File: src/rtl/instruction_fetcher_pkg.sv
// Shared types and helpers for the instruction fetcher: FSM encoding, queue entry
// layout and the static next-PC predictor.
package instruction_fetcher_pkg;

    localparam logic [6:0] OPC_JAL = 7'b1101111;

    typedef enum logic {
        S_IDLE = 1'b0,
        S_WAIT = 1'b1
    } fetch_state_t;

    typedef struct packed {
        logic [31:0] pred;
        logic [31:0] pc;
        logic [31:0] inst;
    } iq_entry_t;

    // Only JAL is redirected statically; branches and JALR fall through and the ROB repairs them.
    function automatic logic [31:0] predict_npc(input logic [31:0] pc, input logic [31:0] inst);
        logic [31:0] imm;
        imm = {{11{inst[31]}}, inst[31], inst[19:12], inst[20], inst[30:21], 1'b0};
        if (inst[6:0] == OPC_JAL) begin
            return pc + imm;
        end
        return pc + 32'd4;
    endfunction

endpackage

File: src/rtl/instruction_fetcher_if.sv
// Bus bundles of the instruction fetcher: the request/return link to the memory
// controller and the pop port towards the decoder.
interface instruction_fetcher_mem_if;
    logic        fetch_start;
    logic [31:0] pc;
    logic        finish_fetch;
    logic [31:0] inst_in;
    logic [31:0] inst_pc_in;

    modport master (output fetch_start, pc, input finish_fetch, inst_in, inst_pc_in);
    modport slave  (input fetch_start, pc, output finish_fetch, inst_in, inst_pc_in);
endinterface

interface instruction_fetcher_iq_if;
    logic        iq_pop;
    logic        iq_valid;
    logic        iq_full;
    logic [31:0] inst_out;
    logic [31:0] inst_pc_out;
    logic [31:0] inst_pred_pc;

    modport master (input iq_pop, output iq_valid, iq_full, inst_out, inst_pc_out, inst_pred_pc);
    modport slave  (output iq_pop, input iq_valid, iq_full, inst_out, inst_pc_out, inst_pred_pc);
endinterface

File: src/rtl/instruction_fetcher_inst_queue.sv
// Synchronous FIFO of fetched instructions {pred, pc, inst}; flush clears the pointers,
// and the head output reads as zero whenever the queue is empty.
module inst_queue
    import instruction_fetcher_pkg::*;
#(
    parameter int IQ_DEPTH_LOG = 4
) (
    input  logic                  clk_in,
    input  logic                  rst_in,
    input  logic                  flush,
    input  logic                  push,
    input  iq_entry_t             push_data,
    input  logic                  pop,
    output logic                  valid,
    output logic                  full,
    output logic [IQ_DEPTH_LOG:0] count,
    output iq_entry_t             head_data
);
    localparam int CW    = IQ_DEPTH_LOG + 1;
    localparam int DEPTH = 1 << IQ_DEPTH_LOG;
    localparam logic [CW-1:0]           DEPTH_C = DEPTH[CW-1:0];
    localparam logic [CW-1:0]           CNT_ONE = 1;
    localparam logic [IQ_DEPTH_LOG-1:0] PTR_ONE = 1;

    iq_entry_t mem_q [DEPTH];

    logic [IQ_DEPTH_LOG-1:0] head_q, head_d;
    logic [IQ_DEPTH_LOG-1:0] tail_q, tail_d;
    logic [CW-1:0]           count_q, count_d;
    logic                    push_eff, pop_eff;

    assign valid   = (count_q != '0);
    assign full    = (count_q == DEPTH_C);
    assign count   = count_q;
    assign pop_eff = pop && valid && !flush;
    // A full queue can still take a word when the head leaves in the same cycle.
    assign push_eff = push && !flush && (!full || pop_eff);

    always_comb begin
        head_d  = head_q;
        tail_d  = tail_q;
        count_d = count_q;
        if (flush) begin
            head_d  = '0;
            tail_d  = '0;
            count_d = '0;
        end else begin
            if (push_eff) tail_d = tail_q + PTR_ONE;
            if (pop_eff)  head_d = head_q + PTR_ONE;
            case ({push_eff, pop_eff})
                2'b10:   count_d = count_q + CNT_ONE;
                2'b01:   count_d = count_q - CNT_ONE;
                default: count_d = count_q;
            endcase
        end
    end

    always_ff @(posedge clk_in or posedge rst_in) begin
        if (rst_in) begin
            head_q  <= '0;
            tail_q  <= '0;
            count_q <= '0;
        end else begin
            head_q  <= head_d;
            tail_q  <= tail_d;
            count_q <= count_d;
        end
    end

    always_ff @(posedge clk_in) begin
        if (push_eff) mem_q[tail_q] <= push_data;
    end

    assign head_data = valid ? mem_q[head_q] : '0;

endmodule

File: src/rtl/instruction_fetcher.sv
// Instruction fetcher: keeps one fetch outstanding towards the memory controller, predicts
// the next PC statically and buffers returned words for the decoder.
module instruction_fetcher
    import instruction_fetcher_pkg::*;
#(
    parameter int          IQ_DEPTH_LOG = 4,
    parameter logic [31:0] RESET_PC     = 32'h0
) (
    input  logic        clk_in,
    input  logic        rst_in,
    input  logic        rdy_in,
    input  logic        roll_back,
    input  logic [31:0] roll_back_pc,
    instruction_fetcher_mem_if.master fetch_bus,
    instruction_fetcher_iq_if.master  queue_bus
);
    localparam int CW    = IQ_DEPTH_LOG + 1;
    localparam int DEPTH = 1 << IQ_DEPTH_LOG;
    localparam logic [CW-1:0] DEPTH_C = DEPTH[CW-1:0];
    localparam logic [CW-1:0] CNT_ONE = 1;

    fetch_state_t state_q, state_d;
    logic [31:0]  pc_q, pc_d;
    logic         fetch_start_q, fetch_start_d;

    logic          push_req, pop_req, flush_req;
    logic          q_valid, q_full;
    logic [CW-1:0] q_count, count_after;
    logic          has_room, room_after;
    logic [31:0]   npc;
    iq_entry_t     push_data, head_data;

    assign npc       = predict_npc(pc_q, fetch_bus.inst_in);
    assign push_data = '{pred: npc, pc: fetch_bus.inst_pc_in, inst: fetch_bus.inst_in};

    // Occupancy once the word returning this cycle lands; WAIT implies a free slot was reserved.
    assign count_after = (queue_bus.iq_pop && q_valid) ? q_count : q_count + CNT_ONE;
    assign has_room    = (q_count < DEPTH_C);
    assign room_after  = (count_after < DEPTH_C);

    always_ff @(posedge clk_in or posedge rst_in) begin
        if (rst_in) begin
            state_q       <= S_IDLE;
            pc_q          <= RESET_PC;
            fetch_start_q <= 1'b0;
        end else begin
            state_q       <= state_d;
            pc_q          <= pc_d;
            fetch_start_q <= fetch_start_d;
        end
    end

    always_comb begin
        state_d = state_q;
        if (rdy_in) begin
            if (roll_back) begin
                state_d = S_IDLE;
            end else begin
                case (state_q)
                    S_IDLE:  if (has_room) state_d = S_WAIT;
                    S_WAIT:  if (fetch_bus.finish_fetch && !room_after) state_d = S_IDLE;
                    default: state_d = S_IDLE;
                endcase
            end
        end
    end

    always_comb begin
        fetch_start_d = fetch_start_q;
        pc_d          = pc_q;
        push_req      = 1'b0;
        pop_req       = 1'b0;
        flush_req     = 1'b0;
        if (rdy_in) begin
            if (roll_back) begin
                flush_req     = 1'b1;
                pc_d          = roll_back_pc;
                fetch_start_d = 1'b0;
            end else begin
                pop_req = queue_bus.iq_pop;
                case (state_q)
                    S_IDLE: fetch_start_d = has_room;
                    S_WAIT: begin
                        // pc moves on the sampling edge so the icache fill still sees the old address.
                        if (fetch_bus.finish_fetch) begin
                            push_req      = 1'b1;
                            pc_d          = npc;
                            fetch_start_d = room_after;
                        end
                    end
                    default: fetch_start_d = 1'b0;
                endcase
            end
        end
    end

    inst_queue #(
        .IQ_DEPTH_LOG(IQ_DEPTH_LOG)
    ) u_inst_queue (
        .clk_in    (clk_in),
        .rst_in    (rst_in),
        .flush     (flush_req),
        .push      (push_req),
        .push_data (push_data),
        .pop       (pop_req),
        .valid     (q_valid),
        .full      (q_full),
        .count     (q_count),
        .head_data (head_data)
    );

    assign fetch_bus.fetch_start  = fetch_start_q;
    assign fetch_bus.pc           = pc_q;
    assign queue_bus.iq_valid     = q_valid;
    assign queue_bus.iq_full      = q_full;
    assign queue_bus.inst_out     = head_data.inst;
    assign queue_bus.inst_pc_out  = head_data.pc;
    assign queue_bus.inst_pred_pc = head_data.pred;

endmodule

File: src/flat_wrapper.sv
// flat-port wrapper written by rule: the top's interface ports become plain ports
module instruction_fetcher_flat import instruction_fetcher_pkg::*;
#(
    parameter int          IQ_DEPTH_LOG = 4,
    parameter logic [31:0] RESET_PC     = 32'h0
)
  (clk_in, rst_in, rdy_in, roll_back, roll_back_pc, fetch_bus_fetch_start, fetch_bus_pc, fetch_bus_finish_fetch, fetch_bus_inst_in, fetch_bus_inst_pc_in, queue_bus_iq_pop, queue_bus_iq_valid, queue_bus_iq_full, queue_bus_inst_out, queue_bus_inst_pc_out, queue_bus_inst_pred_pc);
  instruction_fetcher_mem_if fetch_bus_i ();
  instruction_fetcher_iq_if queue_bus_i ();
  input  logic clk_in;
  input  logic rst_in;
  input  logic rdy_in;
  input  logic roll_back;
  input  logic [31:0] roll_back_pc;
  output wire logic [$bits(fetch_bus_i.fetch_start)-1:0] fetch_bus_fetch_start;
  output wire logic [$bits(fetch_bus_i.pc)-1:0] fetch_bus_pc;
  input wire logic [$bits(fetch_bus_i.finish_fetch)-1:0] fetch_bus_finish_fetch;
  input wire logic [$bits(fetch_bus_i.inst_in)-1:0] fetch_bus_inst_in;
  input wire logic [$bits(fetch_bus_i.inst_pc_in)-1:0] fetch_bus_inst_pc_in;
  input wire logic [$bits(queue_bus_i.iq_pop)-1:0] queue_bus_iq_pop;
  output wire logic [$bits(queue_bus_i.iq_valid)-1:0] queue_bus_iq_valid;
  output wire logic [$bits(queue_bus_i.iq_full)-1:0] queue_bus_iq_full;
  output wire logic [$bits(queue_bus_i.inst_out)-1:0] queue_bus_inst_out;
  output wire logic [$bits(queue_bus_i.inst_pc_out)-1:0] queue_bus_inst_pc_out;
  output wire logic [$bits(queue_bus_i.inst_pred_pc)-1:0] queue_bus_inst_pred_pc;
  assign fetch_bus_fetch_start = fetch_bus_i.fetch_start;
  assign fetch_bus_pc = fetch_bus_i.pc;
  assign fetch_bus_i.finish_fetch = fetch_bus_finish_fetch;
  assign fetch_bus_i.inst_in = fetch_bus_inst_in;
  assign fetch_bus_i.inst_pc_in = fetch_bus_inst_pc_in;
  assign queue_bus_i.iq_pop = queue_bus_iq_pop;
  assign queue_bus_iq_valid = queue_bus_i.iq_valid;
  assign queue_bus_iq_full = queue_bus_i.iq_full;
  assign queue_bus_inst_out = queue_bus_i.inst_out;
  assign queue_bus_inst_pc_out = queue_bus_i.inst_pc_out;
  assign queue_bus_inst_pred_pc = queue_bus_i.inst_pred_pc;
  instruction_fetcher #(.IQ_DEPTH_LOG(IQ_DEPTH_LOG), .RESET_PC(RESET_PC)) u_core (.clk_in(clk_in), .rst_in(rst_in), .rdy_in(rdy_in), .roll_back(roll_back), .roll_back_pc(roll_back_pc), .fetch_bus(fetch_bus_i), .queue_bus(queue_bus_i));
endmodule
File: config.mk
export PLATFORM = sky130hd
export DESIGN_NAME = instruction_fetcher_flat
export DESIGN_NICKNAME = d
export VERILOG_FILES = /design/src/rtl/instruction_fetcher_pkg.sv /design/src/rtl/instruction_fetcher_if.sv /design/src/rtl/instruction_fetcher_inst_queue.sv /design/src/rtl/instruction_fetcher.sv /design/src/flat_wrapper.sv
export SDC_FILE = /design/constraint.sdc
export NUM_CORES = 1
export LEC_CHECK = 0
export ABC_AREA = 0
export ABC_CLOCK_PERIOD_IN_PS = 13300
export CAP_MARGIN = 40
export CORE_ASPECT_RATIO = 1.5
export CORE_UTILIZATION = 30
export CTS_CLUSTER_DIAMETER = 120
export CTS_CLUSTER_SIZE = 30
export DETAILED_ROUTE_END_ITERATION = 8
export PLACE_DENSITY_LB_ADDON = 0.08
export SLEW_MARGIN = 20
export SYNTH_ARGS = -nofsm -noshare
export SYNTH_HDL_FRONTEND = slang
export SYNTH_HIERARCHICAL = 1
export SYNTH_SLANG_ARGS = --single-unit
File: constraint.sdc
create_clock -name clk_in -period 13.3 [get_ports clk_in]
set_clock_uncertainty 0.15 [all_clocks]
set_input_delay 1.995 -clock clk_in [delete_from_list [all_inputs] [get_ports clk_in]]
set_output_delay 1.995 -clock clk_in [all_outputs]
set_load 0.02 [all_outputs]
==> results of run 1 <==
## synth_stat cells, types with 3 or more instances
cell type,number,share of area
sky130_fd_sc_hd__mux4_2,384,0.14
sky130_fd_sc_hd__nand2b_1,16,0.0016
sky130_fd_sc_hd__dfrtp_1,47,0.019
sky130_fd_sc_hd__buf_1,10,0.00059
sky130_fd_sc_hd__a22oi_1,18,0.0021
sky130_fd_sc_hd__nand2_1,85,0.0051
sky130_fd_sc_hd__nor2_1,77,0.0046
sky130_fd_sc_hd__a221o_1,24,0.0038
sky130_fd_sc_hd__xnor2_1,26,0.0036
sky130_fd_sc_hd__a21oi_1,41,0.0032
sky130_fd_sc_hd__or3_1,7,0.00069
sky130_fd_sc_hd__xor2_1,22,0.0031
sky130_fd_sc_hd__buf_6,4,0.00071
sky130_fd_sc_hd__a21o_1,18,0.0021
sky130_fd_sc_hd__o21a_1,12,0.0014
sky130_fd_sc_hd__o21bai_1,3,0.00036
sky130_fd_sc_hd__mux2i_1,175,0.028
sky130_fd_sc_hd__ha_1,39,0.0077
sky130_fd_sc_hd__inv_1,25,0.0015
sky130_fd_sc_hd__nand4_1,7,0.00069
sky130_fd_sc_hd__o31ai_1,7,0.00083
sky130_fd_sc_hd__a211o_1,6,0.00083
sky130_fd_sc_hd__nand3_1,38,0.0030
sky130_fd_sc_hd__mux2_2,6,0.0011
sky130_fd_sc_hd__and2_1,9,0.00089
sky130_fd_sc_hd__edfxtp_1,1536,0.73
sky130_fd_sc_hd__a2111oi_0,3,0.00042
sky130_fd_sc_hd__a31oi_1,9,0.00089
sky130_fd_sc_hd__clkbuf_1,80,0.0048
sky130_fd_sc_hd__and4_1,3,0.00042
sky130_fd_sc_hd__o211ai_1,13,0.0015
sky130_fd_sc_hd__nor4_1,3,0.00030
sky130_fd_sc_hd__nor2b_1,5,0.00050
sky130_fd_sc_hd__nor3_1,15,0.0012
sky130_fd_sc_hd__and3_1,14,0.0014
sky130_fd_sc_hd__o21ai_0,65,0.0052
sky130_fd_sc_hd__buf_2,60,0.0048
sky130_fd_sc_hd__buf_4,5,0.00059
sky130_fd_sc_hd__o22ai_1,56,0.0055
sky130_fd_sc_hd__a211oi_1,10,0.0012
## final timing paths
path / depth (start not counted) / to / from / slack, ps
worst max-delay path: 7 / queue_bus_inst_out[17] / u_core/u_inst_queue/head_q[0] / 6200
worst min-delay path: 2 / u_core/fetch_bus.fetch_start / u_core/fetch_bus.fetch_start / 390
worst max register to register: 10 / u_core/u_inst_queue/mem_q[4][62] / u_core/state_q / 8130
worst min register to register: 2 / u_core/fetch_bus.fetch_start / u_core/fetch_bus.fetch_start / 390
max in group asynchronous: 2 / u_core/u_inst_queue/head_q[2] / rst_in / 11040
min in group asynchronous: 2 / u_core/u_inst_queue/tail_q[1] / rst_in / 1510
## through the flow
step                cells  worst slack [ps]  hold WS, ps
floorplan            3033              2270          361
global placement     5977              5480          367
detailed placement   6015              5520          368
CTS                  6090              5890          391
global route         6101              5850          416
finish               6109              6200          388
## registers in the layout, summed over array words and instances (netlist names)
signal	flops
u_core/fetch_bus.pc	32
u_core/state_q	1
u_core/u_inst_queue/count	5
u_core/u_inst_queue/tail_q	4
u_core/u_inst_queue/head_q	4
u_core/u_inst_queue/mem_q	1536
u_core/fetch_bus.fetch_start	1
## metal layers
layer / up-vias / routed length [um]
li1: 13100 / -
met1: 17000 / 78400
met2: 624 / 89300
met3: 141 / 5810
met4: 4 / 2900
met5: - / 20
## area by class of cell
type,count,area [um^2],area share
Sequential cell,1583,47300,0.660
Multi-Input combinational cell,1266,15200,0.212
Timing Repair Buffer,357,3950,0.0551
Tap cell,2794,3500,0.0488
Clock buffer,68,1510,0.0211
Inverter,25,93.8,0.00131
Clock inverter,7,57.6,0.000803
Antenna cell,9,22.5,0.000314
## logic make-up after synthesis
group | after synthesis
compound gates | 308
xor+xnor | 48
fa+ha+maj | 41
buf+inv | 184
flops | 1583
mux | 565
simple gates | 304
## tightest hold or removal path: cells and delay by family (launching register included)
kind	cells	cell delay (ps)
AOI/OAI and AO/OA	1	50
DFF	1	410
buffers and inverters	1	60
## power by group
part | internal (uW) | switching, uW | total [uW]
sequential | 5630 | 118 | 5750
clock | 819 | 1470 | 2290
combinational | 1180 | 1690 | 2870
total | 7630 | 3280 | 10900
==> impl_metrics.tcl, run 1 <==
set metrics [dict create \
    run_status "complete, no violations" \
    fillCellCount 19400 \
    critical_path_arrival_ps 4960 \
    total_of_hold_buffers_inserted_after_clock_tree_synthesis 0 \
    critPathSlowestCell "sky130_fd_sc_hd__dfrtp_4" \
    die_h_um 564 \
    routed_wire_length_per_instance_um 28.9 \
    timing.final.setup_violations 0 \
    rsz0062_at_grt "no" \
    final.period_utilization 0.534 \
    syn-cell-area_um2 63100 \
    synth.lib_cells_used.distinct 78 \
    critical_path.max_fanout 34 \
    placement.io_buffers 232 \
    worstSetupEndpointType "output pin" \
    finalPower_uw 10900 \
    grt-busiest-layer "met2" \
    global_route.usage.total 0.166 \
    detailedPlacementHpwl_um 104000 \
    final_net_count 3435 \
    cp_common_cell "sky130_fd_sc_hd__buf_4" \
    via_count 30800 \
    grt_antenna_before_repair 11 \
    grt_use_met2 0.290 \
    final_period_minus_worst_setup_slack_ps 7100 \
    cts-root-to-sink-buffers 3 \
    postSynthNetCount 3176 \
    tritoncts "built" \
    power_leakage_uw 0.0214 \
    mostFrequentLayoutCell "sky130_fd_sc_hd__edfxtp_1" \
    yosys.area_share.simple 0.0244 \
    worst_ir_drop_vdd_v 0.000130 \
    first_pass_grt_wire_length_um 253000 \
    crit_path_cell_trace "buf_4, buf_16, buf_4, mux4_2, mux2i_1, o22ai_1, clkdlybuf4s50_1" \
    maximum_number_of_pins_on_one_net_before_global_route_repair 97 \
    critPathRequiredTime_ps 11150 \
    most-common-layout-cells "1536 x sky130_fd_sc_hd__edfxtp_1, 384 x sky130_fd_sc_hd__mux4_2, 231 x sky130_fd_sc_hd__clkdlybuf4s50_1" \
    gr-usage-met1 0.225 \
    power_per_cell_area_nw_per_um2 152 \
    first_global_vias 33600 \
    avgViaCountPerCell 5.05 \
    globalRoute.totalOverflow 0 \
    drt_iter0_markers 2377 \
    hp-class "flop to flop" \
    synth_fa_ha_area_frac 0.00836 \
    cts_post_setup_buffers_inserted 0 \
    drive_above_1_share 0.192 \
    achievable-frequency_mhz 141 \
    synthXorXnorAreaFrac 0.00666 \
    htreeDepth 2 \
    cts.root.buffer_cell "sky130_fd_sc_hd__clkbuf_16" \
    clock-sinks 1583 \
    slew-limit-headroom 0.338 \
    ys.flop_type "sky130_fd_sc_hd__edfxtp_1" \
    drt_pass1_iterations 5 \
    floorplan.die_area_um2 212000 \
    worst_slew_pin_slew_ps 993 \
    async_reset_ff_frac 0.0297 \
    cp_slowest_stage_delay_ps 950 \
    detailed_place.area_um2 69900 \
    clock_insertion_delay_worst_skew_ps 740 \
    wirelength_um 176000 \
    flow.area_growth_from_synthesis_pct 13.5 \
    drt_drc_violations_left 0 \
    cts_inserted_buffers 59 \
    final_wtd_congestion 0.785 \
    yosysWarnings 6 \
    placeableCoreArea_um2 209000 \
    synth-compound-area-share 0.0329 \
    start_util 0.303 \
    io_pins 233 \
    fin_tns_setup_ps 0 \
    fin_area_um2 71700 \
    synth.mux.area_fraction 0.166 \
    synth.ff_latch_count 1583 \
    hold_violations 0 \
    finalCoreUtilization 0.344 \
    syn-mean-instance-area_um2 20.8 \
    worst_path_dominant_cell_family "buffers and inverters" \
    netlist_instances 3033 \
    clock_slew_seen_by_the_registers_of_the_worst_setup_and_hold_paths_ps 120 \
    drv.max_cap_violation_count 0 \
    synth_sequential_area_ratio 0.749 \
    horiz_die_dim_um 377 \
    post_cts_resized 0 \
    synth_enable_flop_cells 1536 \
    critical_path.startpoint_type "flop" \
    crit_type "flop to output pin" \
    crit_path_buffers_inverters 4 \
    drtAntennaViolNets 0 \
    synth_top_family_by_area "multiplexers" \
    maxSlewViolCount 0 \
    groute.layer.met3.usage 0.0155 \
    rows 205 \
]
(Power assumes the default switching activity.)
==> inputs of run 2 (changes only) <==
- ABC_CLOCK_PERIOD_IN_PS: 13300 -> 7150
- clock period: 13.3 -> 7.15 ns (I/O delays scaled with it)
==> run 2 against run 1 <==
Clock power increased by 87%. Hold slack worse by 37 ps. Critical path type unchanged. Count of clock-buffer cells in the layout increased by 14. Flip-flop and latch count unchanged. Critical endpoint is now queue_bus_inst_out[2]. Combinational power increased by 85%. Sequential share of layout area is 0.075 points lower. Die area stayed put. Highest routed layer unchanged. Cell area increased by 0.11%. Via count increased by 0.38%.
==> impl_metrics.tcl, run 2 (same netlist as run 1, synthesis figures left out) <==
set metrics [dict create \
    cp-startpoint "u_core/u_inst_queue/count[0]" \
    power_leakage_uw 0.0214 \
    cts_inserted_buffers 58 \
    htreeDepth 2 \
    drt_iter0_markers 2528 \
    critical_path.startpoint_type "flop" \
    wirelength_um 177000 \
    grt_antenna_before_repair 15 \
    detailed_place.area_um2 70000 \
    drtAntennaViolNets 0 \
    rows 205 \
    drt_pass1_iterations 7 \
    routed_wire_length_per_instance_um 29.0 \
    power_per_cell_area_nw_per_um2 283 \
    horiz_die_dim_um 377 \
    maxSlewViolCount 0 \
    cp_slowest_stage_delay_ps 650 \
    die_h_um 564 \
    run_status "complete, no violations" \
    hp-class "primary input to async pin" \
    most-common-layout-cells "1536 x sky130_fd_sc_hd__edfxtp_1, 384 x sky130_fd_sc_hd__mux4_2, 231 x sky130_fd_sc_hd__clkdlybuf4s50_1" \
    drive_above_1_share 0.192 \
    start_util 0.303 \
    maximum_number_of_pins_on_one_net_before_global_route_repair 97 \
    worst_slew_pin_slew_ps 873 \
    crit_path_to "queue_bus_inst_out[2]" \
    tritoncts "built" \
    clock_slew_seen_by_the_registers_of_the_worst_setup_and_hold_paths_ps 110 \
    slew-limit-headroom 0.418 \
    fin_area_um2 71700 \
    dpl_worst_slack_ps 1520 \
    io_pins 233 \
    critPathSlowestCell "sky130_fd_sc_hd__nor4_4" \
    timing.final.setup_violations 0 \
    global_route.usage.total 0.167 \
    final.period_utilization 0.763 \
    final_net_count 3446 \
    globalRoute.totalOverflow 0 \
    detailedPlacementHpwl_um 104000 \
    mostFrequentLayoutCell "sky130_fd_sc_hd__edfxtp_1" \
    avgViaCountPerCell 5.06 \
    worst_r2r_path_depth 10 \
    crit_path_cell_trace "nor4_4, nand2_2, nand2_4, buf_12, buf_4, o22ai_1, clkdlybuf4s50_1" \
    registers.top_by_ff_count "u_core/u_inst_queue/mem_q" \
    via_count 31000 \
    worstSetupEndpointType "output pin" \
    flow.area_growth_from_synthesis_pct 13.6 \
    final_period_minus_worst_setup_slack_ps 5460 \
    cts.root.buffer_cell "sky130_fd_sc_hd__clkbuf_16" \
    placement.io_buffers 232 \
    drv.max_cap_violation_count 0 \
    critical_path.max_fanout 23 \
    worst_r2r_startpoint "u_core/state_q" \
    finalPower_uw 20300 \
    rsz0062_at_grt "no" \
    floorplan.die_area_um2 212000 \
    crit-reg2reg-capture "u_core/u_inst_queue/mem_q[9][44]" \
    total_of_hold_buffers_inserted_after_clock_tree_synthesis 0 \
    clock_insertion_delay_worst_skew_ps 740 \
    hold_violations 0 \
    worst_slack_ps 1690 \
    clock-sinks 1583 \
    cts_post_setup_buffers_inserted 0 \
    r2r_setup_slack_ps 3080 \
    first_pass_grt_wire_length_um 253000 \
    critPathRequiredTime_ps 5930 \
    flip_flop_count_of_the_largest_register_all_copies_and_words_added 1536 \
    crit_type "flop to output pin" \
    final_wtd_congestion 0.823 \
    drt_drc_violations_left 0 \
    placeableCoreArea_um2 209000 \
    achievable-frequency_mhz 183 \
    post_cts_resized 0 \
    cts-root-to-sink-buffers 3 \
    critical_path_arrival_ps 4240 \
    worst_ir_drop_vdd_v 0.000228 \
    first_global_vias 33100 \
]
[run 2: cell count changes in the layout (fill, tap and decap cells not counted), sizes merged]
cell and delta:
buf +10, clkbuf +16, clkinv -3, clkinvlp +1, diode -6, inv -2
[run 2: worst min-delay path by stage]
stage / startpoint / end
after global routing: rst_in / u_core/fetch_bus.pc[0]
after detailed placement: u_core/fetch_bus.fetch_start / u_core/fetch_bus.fetch_start
after floorplan: u_core/state_q / u_core/state_q
after CTS: rst_in / u_core/fetch_bus.pc[0]
after global placement: u_core/fetch_bus.fetch_start / u_core/fetch_bus.fetch_start
final: rst_in / u_core/fetch_bus.pc[0]
[run 2: per-layer routing]
metal  part of all wire  global-route usage  routed length (um)  up-vias
li1                   -                   -                   -    13100
met1               0.45               0.230               79700    17100
met2               0.50               0.284               88400      630
met3              0.036              0.0186                6360      125
met4              0.017              0.0313                2950       10
met5            0.00038                   0                  67        -
[run 2: report_power, final]
group	internal, uW	total [uW]	leakage (uW)	switching, uW
combinational	2200	5320	0.00621	3110
clock	1540	4280	0.000760	2740
sequential	10500	10700	0.0144	209
[run 2: metrics by stage]
stage               utilization  instances  hold WS (ps)  setup TNS [ps]
floorplan                     -       3033           361         -423140
global placement          0.334       6004           367               0
detailed placement        0.336       6025           355               0
CTS                       0.343       6110           275               0
global route              0.344       6123           324               0
finish                    0.344       6125           351               0
[run 2: final cells by class]
class	count	area [um^2]
Fill cell	19400	137000
Clock buffer	82	1560
Tap cell	2794	3500
Sequential cell	1583	47300
Clock inverter	3	20.0
Timing Repair Buffer	369	4030
Antenna cell	3	7.51
Inverter	25	93.8
Multi-Input combinational cell	1266	15200
[run 2: worst max-delay path, delay by kind of cell (launching register included)]
kind                   cells  cell delay [ps]
AOI/OAI and AO/OA          1              250
buffers and inverters      3             1300
DFF                        1              490
and+or+nand+nor            3             1430
